$ cat src/rtl/tmr_pkg.sv
// tmr_pkg: shared types for the TMR fault monitor.
//   state_t   : supervisor states (normal, suspect, resync, halt)
//   verdict_t : classification of one voter agreement sample
//   LANE_*    : lane identifiers used for diagnosis (0 none, 1 A, 2 B, 3 C)
package tmr_pkg;

  typedef enum logic [1:0] {
    ST_NORMAL,
    ST_SUSPECT,
    ST_RESYNC,
    ST_HALT
  } state_t;

  typedef enum logic [2:0] {
    VD_OK,
    VD_BAD_A,
    VD_BAD_B,
    VD_BAD_C,
    VD_NOMAJ
  } verdict_t;

  localparam logic [1:0] LANE_NONE = 2'd0;
  localparam logic [1:0] LANE_A    = 2'd1;
  localparam logic [1:0] LANE_B    = 2'd2;
  localparam logic [1:0] LANE_C    = 2'd3;

  // Lane blamed by a verdict; LANE_NONE for OK and NOMAJ.
  function automatic logic [1:0] verdict_lane(verdict_t v);
    case (v)
      VD_BAD_A: return LANE_A;
      VD_BAD_B: return LANE_B;
      VD_BAD_C: return LANE_C;
      default:  return LANE_NONE;
    endcase
  endfunction

  // One-hot lane select: [0]=A, [1]=B, [2]=C.
  function automatic logic [2:0] lane_onehot(logic [1:0] lane);
    case (lane)
      LANE_A:  return 3'b001;
      LANE_B:  return 3'b010;
      LANE_C:  return 3'b100;
      default: return 3'b000;
    endcase
  endfunction

endpackage

$ cat src/rtl/tmr_vote_decode.sv
// tmr_vote_decode: combinational classifier of the voter agreement vector.
//   voter_state in  3  {AB,BC,AC}, bit high = that pair agrees
//   verdict     out    VD_OK / VD_BAD_x / VD_NOMAJ
// A single agreeing pair blames the lane outside that pair. Two agreeing
// pairs is logically impossible and is treated as lost majority.
module tmr_vote_decode
  import tmr_pkg::*;
(
  input  logic [2:0] voter_state,
  output verdict_t   verdict
);

  always_comb begin
    verdict = VD_NOMAJ;
    case (voter_state)
      3'b111:  verdict = VD_OK;
      3'b010:  verdict = VD_BAD_A;
      3'b001:  verdict = VD_BAD_B;
      3'b100:  verdict = VD_BAD_C;
      default: verdict = VD_NOMAJ;
    endcase
  end

endmodule

$ cat src/rtl/tmr_fault_monitor.sv
// tmr_fault_monitor: fault supervisor for the triplicated core.
// Filters transient single-lane upsets, requests a resync of a lane that
// stays bad for PERSIST_CYCLES valid samples, and halts on lost majority or
// on a resync that is not acknowledged within RESYNC_TIMEOUT cycles.
// Ports:
//   clk, rst_in (sync, active high)
//   Voter_state[2:0], Voter_valid      voter agreement sample
//   Resync_ack, Fault_clear            recovery handshake / halt release
//   Resync_req, Resync_lane[2:0]       resync request, one-hot lane
//   Core_stall, Fatal                  lane freeze, fatal halt
//   Fault_lane[1:0], Resync_cnt[7:0]   last diagnosed lane, completed resyncs
//   Err_cnt_A/B/C[CNT_W-1:0]           per-lane fault-sample counters
// Build option: TMR_MON_STATS_EN enables the per-lane counters; without it
// the Err_cnt ports are constant zero.
module tmr_fault_monitor
  import tmr_pkg::*;
#(
  parameter int unsigned PERSIST_CYCLES = 4,
  parameter int unsigned RESYNC_TIMEOUT = 64,
  parameter int unsigned CNT_W          = 16
) (
  input  logic             clk,
  input  logic             rst_in,
  input  logic [2:0]       Voter_state,
  input  logic             Voter_valid,
  input  logic             Resync_ack,
  input  logic             Fault_clear,
  output logic             Resync_req,
  output logic [2:0]       Resync_lane,
  output logic             Core_stall,
  output logic             Fatal,
  output logic [1:0]       Fault_lane,
  output logic [7:0]       Resync_cnt,
  output logic [CNT_W-1:0] Err_cnt_A,
  output logic [CNT_W-1:0] Err_cnt_B,
  output logic [CNT_W-1:0] Err_cnt_C
);

  localparam logic [7:0]  PERSIST_MAX = 8'(PERSIST_CYCLES);
  localparam logic [15:0] TIMEOUT_MAX = 16'(RESYNC_TIMEOUT);

  state_t      state_q, state_d;
  logic [1:0]  susp_q, susp_d;
  logic [7:0]  persist_q, persist_d;
  logic [15:0] timer_q, timer_d;
  logic [1:0]  fault_lane_q;
  logic [7:0]  resync_cnt_q;
  logic        resync_done;
  logic        lane_bad;
  verdict_t    verdict;
  logic [1:0]  verdict_l;

  tmr_vote_decode u_decode (
    .voter_state (Voter_state),
    .verdict     (verdict)
  );

  assign verdict_l = verdict_lane(verdict);
  assign lane_bad  = Voter_valid && (verdict_l != LANE_NONE) &&
                     (state_q == ST_NORMAL || state_q == ST_SUSPECT);

  always_comb begin
    state_d     = state_q;
    susp_d      = susp_q;
    persist_d   = persist_q;
    timer_d     = timer_q;
    resync_done = 1'b0;
    Resync_req  = 1'b0;
    Resync_lane = '0;
    Core_stall  = 1'b0;
    Fatal       = 1'b0;

    case (state_q)
      // NORMAL and SUSPECT share one decision: a bad sample from NORMAL
      // always starts a fresh streak, from SUSPECT it extends a matching one.
      ST_NORMAL, ST_SUSPECT: begin
        if (Voter_valid) begin
          case (verdict)
            VD_OK: begin
              state_d   = ST_NORMAL;
              persist_d = '0;
            end
            VD_NOMAJ: state_d = ST_HALT;
            default: begin
              if (state_q == ST_SUSPECT && verdict_l == susp_q)
                persist_d = (persist_q >= PERSIST_MAX) ? PERSIST_MAX : persist_q + 8'd1;
              else
                persist_d = 8'd1;
              susp_d  = verdict_l;
              timer_d = '0;
              state_d = (persist_d >= PERSIST_MAX) ? ST_RESYNC : ST_SUSPECT;
            end
          endcase
        end
      end
      ST_RESYNC: begin
        Resync_req  = 1'b1;
        Resync_lane = lane_onehot(susp_q);
        Core_stall  = 1'b1;
        // Ack is checked first so it wins over a simultaneous timeout.
        if (Resync_ack) begin
          state_d     = ST_NORMAL;
          resync_done = 1'b1;
          persist_d   = '0;
          timer_d     = '0;
        end else if (timer_q + 16'd1 >= TIMEOUT_MAX) begin
          state_d = ST_HALT;
          timer_d = TIMEOUT_MAX;
        end else begin
          timer_d = timer_q + 16'd1;
        end
      end
      ST_HALT: begin
        Core_stall = 1'b1;
        Fatal      = 1'b1;
        if (Fault_clear) begin
          state_d   = ST_NORMAL;
          persist_d = '0;
          timer_d   = '0;
        end
      end
      default: state_d = ST_NORMAL;
    endcase
  end

  always_ff @(posedge clk) begin
    if (rst_in) begin
      state_q      <= ST_NORMAL;
      susp_q       <= LANE_NONE;
      persist_q    <= '0;
      timer_q      <= '0;
      fault_lane_q <= LANE_NONE;
      resync_cnt_q <= '0;
    end else begin
      state_q   <= state_d;
      susp_q    <= susp_d;
      persist_q <= persist_d;
      timer_q   <= timer_d;
      if (lane_bad)
        fault_lane_q <= verdict_l;
      if (resync_done && resync_cnt_q != 8'hFF)
        resync_cnt_q <= resync_cnt_q + 8'd1;
    end
  end

  assign Fault_lane = fault_lane_q;
  assign Resync_cnt = resync_cnt_q;

`ifdef TMR_MON_STATS_EN
  logic [CNT_W-1:0] err_a_q, err_b_q, err_c_q;

  always_ff @(posedge clk) begin
    if (rst_in) begin
      err_a_q <= '0;
      err_b_q <= '0;
      err_c_q <= '0;
    end else if (lane_bad) begin
      case (verdict_l)
        LANE_A:  if (err_a_q != '1) err_a_q <= err_a_q + CNT_W'(1);
        LANE_B:  if (err_b_q != '1) err_b_q <= err_b_q + CNT_W'(1);
        LANE_C:  if (err_c_q != '1) err_c_q <= err_c_q + CNT_W'(1);
        default: ;
      endcase
    end
  end

  assign Err_cnt_A = err_a_q;
  assign Err_cnt_B = err_b_q;
  assign Err_cnt_C = err_c_q;
`else
  assign Err_cnt_A = '0;
  assign Err_cnt_B = '0;
  assign Err_cnt_C = '0;
`endif

endmodule

$ cat config.mk
export PLATFORM = sky130hd
export DESIGN_NAME = tmr_fault_monitor
export DESIGN_NICKNAME = d
export VERILOG_FILES = /design/src/rtl/tmr_pkg.sv /design/src/rtl/tmr_vote_decode.sv /design/src/rtl/tmr_fault_monitor.sv
export SDC_FILE = /design/constraint.sdc
export NUM_CORES = 1
export LEC_CHECK = 0
export ABC_AREA = 1
export BUFFER_PORTS_ARGS = -buffer_cell sky130_fd_sc_hd__buf_2
export CAP_MARGIN = 30
export CORE_UTILIZATION = 35
export CTS_CLUSTER_DIAMETER = 80
export DETAILED_ROUTE_END_ITERATION = 16
export GPL_TIMING_DRIVEN = 1
export PLACE_DENSITY = 0.67
export SYNTH_ARGS = -nofsm -noshare
export SYNTH_HDL_FRONTEND = slang
export SYNTH_SLANG_ARGS = --single-unit
$ cat constraint.sdc
create_clock -name clk -period 3.25 [get_ports clk]
set_input_delay 0.65 -clock clk [delete_from_list [all_inputs] [get_ports clk]]
set_output_delay 0.65 -clock clk [all_outputs]
set_load 0.01 [all_outputs]
==> impl_metrics.json, run 1 <==
{
  "drive_above_1_share_pct": 11.6,
  "ctsResizeCount": 0,
  "vias": 2042,
  "num-nets-final": 391,
  "tns_ps": 0,
  "drtAntennaViolNets": 0,
  "ir_drop_v": 0.000285,
  "rsz0062_at_grt": "false",
  "fin_crit_sh_pct": 63.3,
  "clockBufferDepth": 2,
  "grt_overflow": 0,
  "ys.flop_type": "dfxtp_1",
  "synthAdderAreaFrac_pct": 2.09,
  "hold_violations": 0,
  "max_cap_viol_count": 0,
  "initial_core_util_pct": 36.9,
  "avgSynthCellArea_sq_um": 6.74,
  "hold_path.class": "flop to flop",
  "ff2ff_setup_slack_ps": 1190,
  "cts_root_buf": "clkbuf_8",
  "dp_hpwl_um": 3390,
  "holdBufCountCts": 0,
  "wl_um": 4380,
  "synth_top_family_by_area": "simple AND/OR/NAND/NOR gates",
  "endpoint": "state_q[0]",
  "antenna_found_initial": 0,
  "grt_pass1_vias": 1790,
  "area_growth_pct": 3.44,
  "fin_skew_ps": 5.66,
  "drt_pass1_iterations": 10,
  "yosys_warnings": 0,
  "first_iter_violations": 72,
  "total_leakage_power_nw": 1.14,
  "die_y_um": 84.8,
  "pre_cts_ws_ps": 986,
  "p_total_mw": 0.904,
  "async_reset_ff_share_pct": 0,
  "cts_sinks": 38,
  "slew_violations": 0,
  "rr_endpoint": "state_q[0]",
  "synthMuxAreaShare_pct": 0,
  "synth.cell_area_sq_mm": 0.00240,
  "vias_per_cell": 4.48,
  "clk_pin_slew_ps": 70,
  "wl_per_cell_um": 9.59,
  "start_kind": "flop",
  "coreArea_sq_mm": 0.00649,
  "period_needed_ps": 2060,
  "fin_ws_ps": 1190,
  "htreeDepth": 2,
  "drc": 9,
  "critPathKind": "flop to flop",
  "setup_violations": 0,
  "worstRegToRegCells": 10,
  "required_ps": 3440,
  "reg2reg_from": "timer_q[1]",
  "gp_congestion": 0.865,
  "synth_xor_xnor_area_share_pct": 1.46,
  "grt_pass1_wl_um": 7620,
  "clock_latency_ps": 290,
  "io_buffers": 23,
  "ys_seq_area_share_pct": 31.7,
  "fmax_ghz": 0.486,
  "antenna_cells": 0,
  "violations": "DRC",
  "end_kind": "flop",
  "dieArea_sq_mm": 0.00719,
  "synth-compound-area-share_pct": 8.87,
  "synth_edf_count": 0,
  "crit_start": "timer_q[1]",
  "cts-buffers-inserted": 5,
  "grt_usage_pct": 13.2,
  "postCtsSetupRepairBufs": 0,
  "yosys.area_share.simple_pct": 32.3,
  "fp-row-count": 29,
  "arrival_ps": 2250,
  "grt_max_degree": 28,
  "outcome": "complete, but fails checks",
  "cts_tree": "done",
  "ioPinCount": 72,
  "ys_seq_elements": 38,
  "power_density_mw_per_mm2": 364,
  "die_x_um": 84.8,
  "nFillCells": 690,
  "syn_inst": 356,
  "synth_cell_types": 25,
  "cp_max_fo": 6
}
==> critical path: stages (launching register included) <==
cell and delay [ps]:
dfxtp_1 370, ha_1 300, inv_1 100, nor2_2 230
nand3_1 110, nand2_1 80, nand3_1 110, nor3_4 340
nand3_2 160, nand2_1 90, a21oi_1 50
==> layout by cell type, fill, tap and decap left out <==
master    count
a211oi_1      1
nor4_1        1
nor2_1       23
buf_2        23
nand2_2       3
dfxtp_1      38
conb_1       48
nand2_1      80
xnor2_1       2
inv_1        47
ha_1          4
a21oi_1      24
nor2_4        4
nor2_2        5
o21ai_0      12
o21ai_1       2
o21bai_1      2
nor3_1       14
clkbuf_8      5
nand3_1      22
clkinv_2      2
nand3_2       1
nor3_4        1
nand4_1      13
xor2_1        2
==> cell families (layout without fill, tap and decap cells) <==
family / after synthesis / after routing
compound gates: 41 / 41
buf+inv: 101 / 77
fa+ha+maj: 4 / 4
xor+xnor: 4 / 4
flops: 38 / 38
other cells: 1 / 48
simple gates: 167 / 167
==> cells in the mapped netlist, types with 5 or more instances <==
| master | instances | area (sq um) |
|---|---|---|
| a21oi_1 | 24 | 120 |
| o21ai_0 | 12 | 60.1 |
| nand2_1 | 80 | 300 |
| buf_4 | 48 | 360 |
| dfxtp_1 | 38 | 761 |
| nor2_2 | 5 | 31.3 |
| clkbuf_1 | 5 | 18.8 |
| nor3_1 | 14 | 70.1 |
| nand3_1 | 22 | 110 |
| nor2_1 | 23 | 86.3 |
| nand4_1 | 13 | 81.3 |
| inv_1 | 47 | 176 |
==> report_power, final <==
group	internal [mW]	switching, mW
registers	0.475	0.00941
logic	0.0289	0.0928
clock network	0.144	0.154
==> layout make-up <==
cell class / count / area (sq um) / share of cell area [%]
multi-input combinational: 264 / 1250 / 50.5
sequential: 38 / 761 / 30.7
inverter: 47 / 176 / 7.11
timing repair buffer: 23 / 115 / 4.64
tap: 77 / 96.3 / 3.88
clock buffer: 5 / 68.8 / 2.77
clock inverter: 2 / 10.0 / 0.403
==> worst min path at each step <==
| stage | startpoint | cells past startpoint | slack [ps] | end |
|---|---|---|---|---|
| after floorplan | persist_q[5] | 2 | 420 | persist_q[5] |
| after global placement | persist_q[3] | 2 | 430 | persist_q[3] |
| after detailed placement | persist_q[4] | 2 | 430 | persist_q[4] |
| after CTS | persist_q[4] | 2 | 440 | persist_q[4] |
| after global routing | persist_q[3] | 2 | 460 | persist_q[3] |
| final | persist_q[5] | 2 | 450 | persist_q[5] |
==> per-stage QoR <==
stage          area, sq um  cells  hold slack, ps  utilization, %
2_1_floorplan         2570    403             419               -
6_report              2480    456             445            38.2
3_5_place_dp          2400    449             432            37.0
4_1_cts               2480    456             444            38.2
3_3_place_gp          2400    449             428            37.0
5_1_grt               2480    456             459            38.2
==> state kept, by name, indices dropped and copies added (netlist names) <==
name and count:
state_q 2, susp_q 2, Resync_cnt 8, timer_q 16, persist_q 8, Fault_lane 2
==> per-layer routing <==
layer / share of wire [%] / global-route usage [%]
met5: 0 / 0
met4: 1.9 / 6.01
met3: 4.7 / 3.34
met2: 46 / 22.0
met1: 47 / 16.0
Power figures use the tool's default switching activity.
==> run 2: changes to the inputs <==
==> constraint.sdc (replaced) <==
create_clock -name clk -period 2 [get_ports clk]
set_input_delay 0.4 -clock clk [delete_from_list [all_inputs] [get_ports clk]]
set_output_delay 0.4 -clock clk [all_outputs]
set_load 0.01 [all_outputs]
==> impl_metrics.json, run 2 (same netlist as run 1, synthesis figures left out) <==
{
  "postCtsSetupRepairBufs": 0,
  "nFillCells": 667,
  "dieArea_sq_mm": 0.00719,
  "switching_share_pct": 27.4,
  "max_cap_viol_count": 0,
  "cts_sinks": 38,
  "cpPeakStageDelay_ps": 420,
  "drtAntennaViolNets": 0,
  "holdBufCountCts": 0,
  "grt_pass1_vias": 1779,
  "drive_above_1_share_pct": 13.5,
  "violations": "DRC",
  "outcome": "complete, but fails checks",
  "rsz0062_at_grt": "false",
  "fmax_ghz": 0.549,
  "cp_slowest_cell": "dfxtp_1",
  "htreeDepth": 2,
  "die_y_um": 84.8,
  "regMostFlops": "timer_q",
  "grt_overflow": 0,
  "cts-buffers-inserted": 5,
  "cts_tree": "done",
  "p_switching_mw": 0.454,
  "antenna_cells": 0,
  "slew_violations": 0,
  "wl_um": 4500,
  "clk_pin_slew_ps": 80,
  "fin_crit_sh_pct": 91.1,
  "tns_ps": 0,
  "ioPinCount": 72,
  "start_kind": "flop",
  "clock_latency_ps": 290,
  "wl_per_cell_um": 9.76,
  "fp-row-count": 29,
  "pwr-share-comb_pct": 13.3,
  "ir_drop_v": 0.000511,
  "vias_per_cell": 4.50,
  "cp_max_fo": 6,
  "area_growth_pct": 7.51,
  "largest_reg_flops": 16,
  "grt_usage_pct": 13.1,
  "num-nets-final": 395,
  "die_x_um": 84.8,
  "end_kind": "flop",
  "critPathKind": "flop to flop",
  "required_ps": 2190,
  "layout_commonest_cell": "nand2_1",
  "gp_congestion": 0.806,
  "grt_pass1_wl_um": 7600,
  "drt_pass1_iterations": 10,
  "crit_path_cell_trace": "nand2_1, nor2_2, nand3_1, o21ai_0, nand3_1, nor2_4, nand3_2, nand2_1, a21oi_1",
  "clockPowerShare_pct": 39.1,
  "dpl_cell_area_sq_mm": 0.00244,
  "drc": 9,
  "arrival_ps": 2020,
  "grt_max_degree": 27,
  "io_buffers": 23,
  "hold_violations": 0,
  "power_density_mw_per_mm2": 641,
  "first_iter_violations": 141,
  "path_buf_inv": 0,
  "ctsResizeCount": 0,
  "finalInstanceArea_sq_mm": 0.00258,
  "path_delay_family": "simple AND/OR/NAND/NOR gates",
  "fin_skew_ps": 2.47,
  "p_total_mw": 1.65,
  "period_needed_ps": 1820,
  "internal-power_mw": 1.20,
  "initial_core_util_pct": 36.9,
  "seq_power_share_pct": 47.6,
  "setup_violations": 0,
  "cts_root_buf": "clkbuf_8",
  "total_leakage_power_nw": 1.18,
  "antenna_found_initial": 0,
  "mostFrequentLayoutCells": "nand2_1 (80), conb_1 (48), inv_1 (47)",
  "coreArea_sq_mm": 0.00649,
  "clockBufferDepth": 2,
  "vias": 2076,
  "hold_path.class": "primary input to flop",
  "dp_hpwl_um": 3360
}
run 2: area by class of cell:
class | count | area, sq um | share of cell area [%]
Clock inverter | 3 | 40.0 | 1.55
Sequential cell | 38 | 762 | 29.5
Multi-Input combinational cell | 264 | 1280 | 49.5
Clock buffer | 5 | 68.8 | 2.67
Timing Repair Buffer | 27 | 158 | 6.11
Tap cell | 77 | 96.3 | 3.74
Inverter | 47 | 176 | 6.84
run 2: per-stage QoR:
| stage | cells | setup slack, ps | util, % | hold slack, ps |
|---|---|---|---|---|
| finish | 461 | 177 | 39.7 | 434 |
| global route | 461 | 7.06 | 39.7 | 455 |
| CTS | 461 | 90.5 | 39.3 | 435 |
| detailed placement | 453 | 112 | 37.6 | 437 |
| global placement | 453 | 164 | 37.6 | 427 |
| floorplan | 403 | 325 | - | 419 |
run 2: worst min-delay path: stages:
cell and delay (ps):
buf_2 90, nand2_1 60, nand4_1 80, a21oi_1 50
run 2: final timing paths:
check | startpoint | slack, ps | depth (start not counted) | to
setup / recovery | timer_q[3] | 180 | 9 | state_q[0]
hold / removal | Voter_state[2] | 430 | 4 | persist_q[1]
setup reg to reg | timer_q[3] | 180 | 9 | state_q[0]
hold reg to reg | persist_q[5] | 450 | 2 | persist_q[5]
run 2: routing by layer:
layer / vias up / track usage, % / routed length (um)
li1: 1089 / - / -
met1: 909 / 15.8 / 2110
met2: 68 / 21.9 / 2070
met3: 10 / 3.05 / 226
met4: 0 / 6.63 / 92
met5: - / 0 / 0
run 2: power groups by stage:
stage          clock network, mW  logic, mW  registers, mW
5_1_grt                    0.691      0.250          0.789
6_report                   0.646      0.221          0.787
3_5_place_dp                   0      0.217          0.804
2_1_floorplan                  0      0.224          0.803
4_1_cts                    0.665      0.219          0.786
3_3_place_gp                   0      0.215          0.804
==> run 3: changes to the inputs <==
--- a/config.mk
+++ b/config.mk
@@ -5,13 +5,14 @@
 export SDC_FILE = /design/constraint.sdc
 export NUM_CORES = 1
 export LEC_CHECK = 0
-export ABC_AREA = 1
 export BUFFER_PORTS_ARGS = -buffer_cell sky130_fd_sc_hd__buf_2
 export CAP_MARGIN = 30
+export CORE_MARGIN = 5
 export CORE_UTILIZATION = 35
 export CTS_CLUSTER_DIAMETER = 80
 export DETAILED_ROUTE_END_ITERATION = 16
 export GPL_TIMING_DRIVEN = 1
+export MAX_ROUTING_LAYER = met4
 export PLACE_DENSITY = 0.67
 export SYNTH_ARGS = -nofsm -noshare
 export SYNTH_HDL_FRONTEND = slang
==> impl_metrics.json, run 3 <==
{
  "outcome": "complete, but fails checks",
  "violations": "setup timing",
  "total_leakage_power_nw": 1.17,
  "async_reset_ff_share_pct": 0,
  "setup_violations": 1,
  "clockBufferDepth": 2,
  "mostFrequentLayoutCells": "conb_1 (48), dfxtp_1 (32), buf_2 (23), buf_4 (23), nand2_1 (21)",
  "critPathKind": "flop to flop",
  "gp_congestion": 0.906,
  "nFillCells": 645,
  "clk_pin_slew_ps": 80,
  "clock_latency_ps": 290,
  "worstHoldPathCells": 2,
  "synth_edf_count": 0,
  "drt_pass1_iterations": 4,
  "wl_um": 4760,
  "htreeDepth": 2,
  "cts_root_buf": "clkbuf_8",
  "hold_violations": 0,
  "finalInstanceArea_sq_mm": 0.00267,
  "cts-buffers-inserted": 5,
  "slew_headroom_pct": 64.9,
  "start_kind": "flop",
  "cts_tree": "done",
  "arrival_ps": 2220,
  "synth_top_cell_by_area": "dfxtp_1",
  "num-nets-final": 339,
  "required_ps": 2220,
  "dieArea_sq_mm": 0.00842,
  "seq_power_share_pct": 47.7,
  "antenna_cells": 0,
  "grt_overflow": 0,
  "pwr-share-comb_pct": 13.8,
  "slew_violations": 0,
  "p_switching_mw": 0.449,
  "ir_drop_v": 0.000446,
  "fp-row-count": 29,
  "p_total_mw": 1.68,
  "tns_ps": -5.16,
  "netlist_top_cells_count": "buf_4 (48), dfxtp_1 (38), nand2_1 (21)",
  "largest_reg_flops": 16,
  "ys.flop_type": "dfxtp_1",
  "cp_max_fo": 5,
  "post-synth-top-count-cell": "buf_4",
  "ys_seq_area_share_pct": 32.5,
  "yosys_warnings": 0,
  "dp_hpwl_um": 3480,
  "max_cap_viol_count": 0,
  "period_needed_ps": 2010,
  "rsz0062_at_grt": "true",
  "end_kind": "flop",
  "drc": 0,
  "final-seq-area_sq_um": 768,
  "worstRegToRegCells": 7,
  "dpl_cell_area_sq_mm": 0.00246,
  "fin_skew_ps": 3.01,
  "ioPinCount": 72,
  "holdBufCountCts": 0,
  "regMostFlops": "timer_q",
  "die_x_um": 91.8,
  "multi_input_area_sq_mm": 0.00138,
  "drtAntennaViolNets": 0,
  "die_y_um": 91.8,
  "avgSynthCellArea_sq_um": 8.13,
  "worst_pin_slew_ps": 527,
  "pre_cts_ws_ps": -22.5,
  "ys_seq_elements": 38,
  "vias_per_cell": 4.69,
  "grt_usage_pct": 11.3,
  "postLayoutCoreUtil_pct": 41.6,
  "internal-power_mw": 1.23,
  "drive_above_1_share_pct": 22.9,
  "coreArea_sq_mm": 0.00642,
  "grt_max_degree": 29,
  "fmax_ghz": 0.499,
  "syn_inst": 288,
  "vias": 1899,
  "first_iter_violations": 89,
  "synth_area_leaders": "dfxtp_1 (32%), buf_4 (15%), and2_1 (4.3%), a21oi_1 (3.6%), nand2_1 (3.4%)",
  "synth_cell_types": 48,
  "power_density_mw_per_mm2": 630,
  "hold_path.class": "flop to flop",
  "layout_commonest_cell": "conb_1",
  "synth.cell_area_sq_mm": 0.00234,
  "clockPowerShare_pct": 38.5,
  "synth_top_area_share_pct": 32.5,
  "antenna_found_initial": 0,
  "grt_pass1_wl_um": 7810,
  "io_buffers": 23,
  "area_growth_pct": 14.1,
  "cts_sinks": 38,
  "fin_ws_ps": -5.16,
  "fin_crit_sh_pct": 100,
  "grt_pass1_vias": 1800,
  "switching_share_pct": 26.7,
  "wl_per_cell_um": 11.8,
  "initial_core_util_pct": 36.5
}
[run 3: changes by cell type after synthesis, moves of 7 or more]
| cell | previous run | this run |
|---|---|---|
| inv_1 | 47 | 7 |
| nand3_1 | 22 | 12 |
| nand4_1 | 13 | 2 |
| nand2_1 | 80 | 21 |
| and2_1 | 0 | 16 |
| a21oi_1 | 24 | 17 |
[run 3: stage by stage]
step | std cells | hold slack (ps)
3_3_place_gp | 394 | 443
6_report | 405 | 452
4_1_cts | 402 | 455
5_1_grt | 405 | 483
3_5_place_dp | 394 | 444
2_1_floorplan | 335 | 430
[run 3: power groups by stage]
stage                     Sequential (mW)  Combinational [mW]  Clock, mW
after floorplan                     0.811               0.230          0
after global placement              0.816               0.223          0
after detailed placement            0.816               0.226          0
after CTS                           0.799               0.227      0.665
after global routing                0.805               0.260      0.700
final                               0.802               0.231      0.647
[run 3: cells by family (layout without fill, tap and decap cells)]
| group | after synthesis | count (layout) | share of synthesized area, % |
|---|---|---|---|
| xor gates and xnor gates | 12 | 12 | 4.49 |
| muxes | 4 | 4 | 1.76 |
| AOI/OAI and AO/OA | 45 | 45 | 12.1 |
| buffers and inverters | 68 | 61 | 19.0 |
| adders and majority gates | 5 | 5 | 2.57 |
| other | 1 | 48 | 0.160 |
| and+or+nand+nor | 115 | 115 | 27.4 |
| DFF | 38 | 38 | 32.5 |
[run 3: final timing paths]
check,end,start,slack (ps)
setup / recovery,timer_q[3],timer_q[1],-5
hold / removal,Fault_lane[1],Fault_lane[1],450
setup reg to reg,timer_q[3],timer_q[1],-5
hold reg to reg,Fault_lane[1],Fault_lane[1],450
[run 3: what timing repair did]
| action | 4_1_cts | 5_1_grt |
|---|---|---|
| setup endpoints to repair | 1 | 8 |
| buffers inserted | 0 | 3 |
| endpoints found under the hold margin | 0 | 0 |
| pin swaps | 1 | 6 |
| resized for setup | 2 | 15 |
[run 3: layer usage]
layer | wire (um) | global-route usage (%)
met5 | 0 | -
met1 | 2260 | 13.9
met4 | 64 | 3.09
met2 | 2170 | 18.5
met3 | 267 | 2.62
[run 3: critical path: stages (launching register included)]
cell	delay (ps)
dfxtp_2	360
buf_4	130
nand4_4	140
nor4_2	240
a21oi_1	150
or2_1	260
or4_1	520
a21oi_1	140
[run 3: area by class of cell]
cell class	count	share of cell area, %
sequential	38	28.8
clock inverter	2	1.41
timing repair buffer	46	10.8
inverter	7	0.984
tap	77	3.61
clock buffer	6	2.72
multi-input combinational	229	51.7
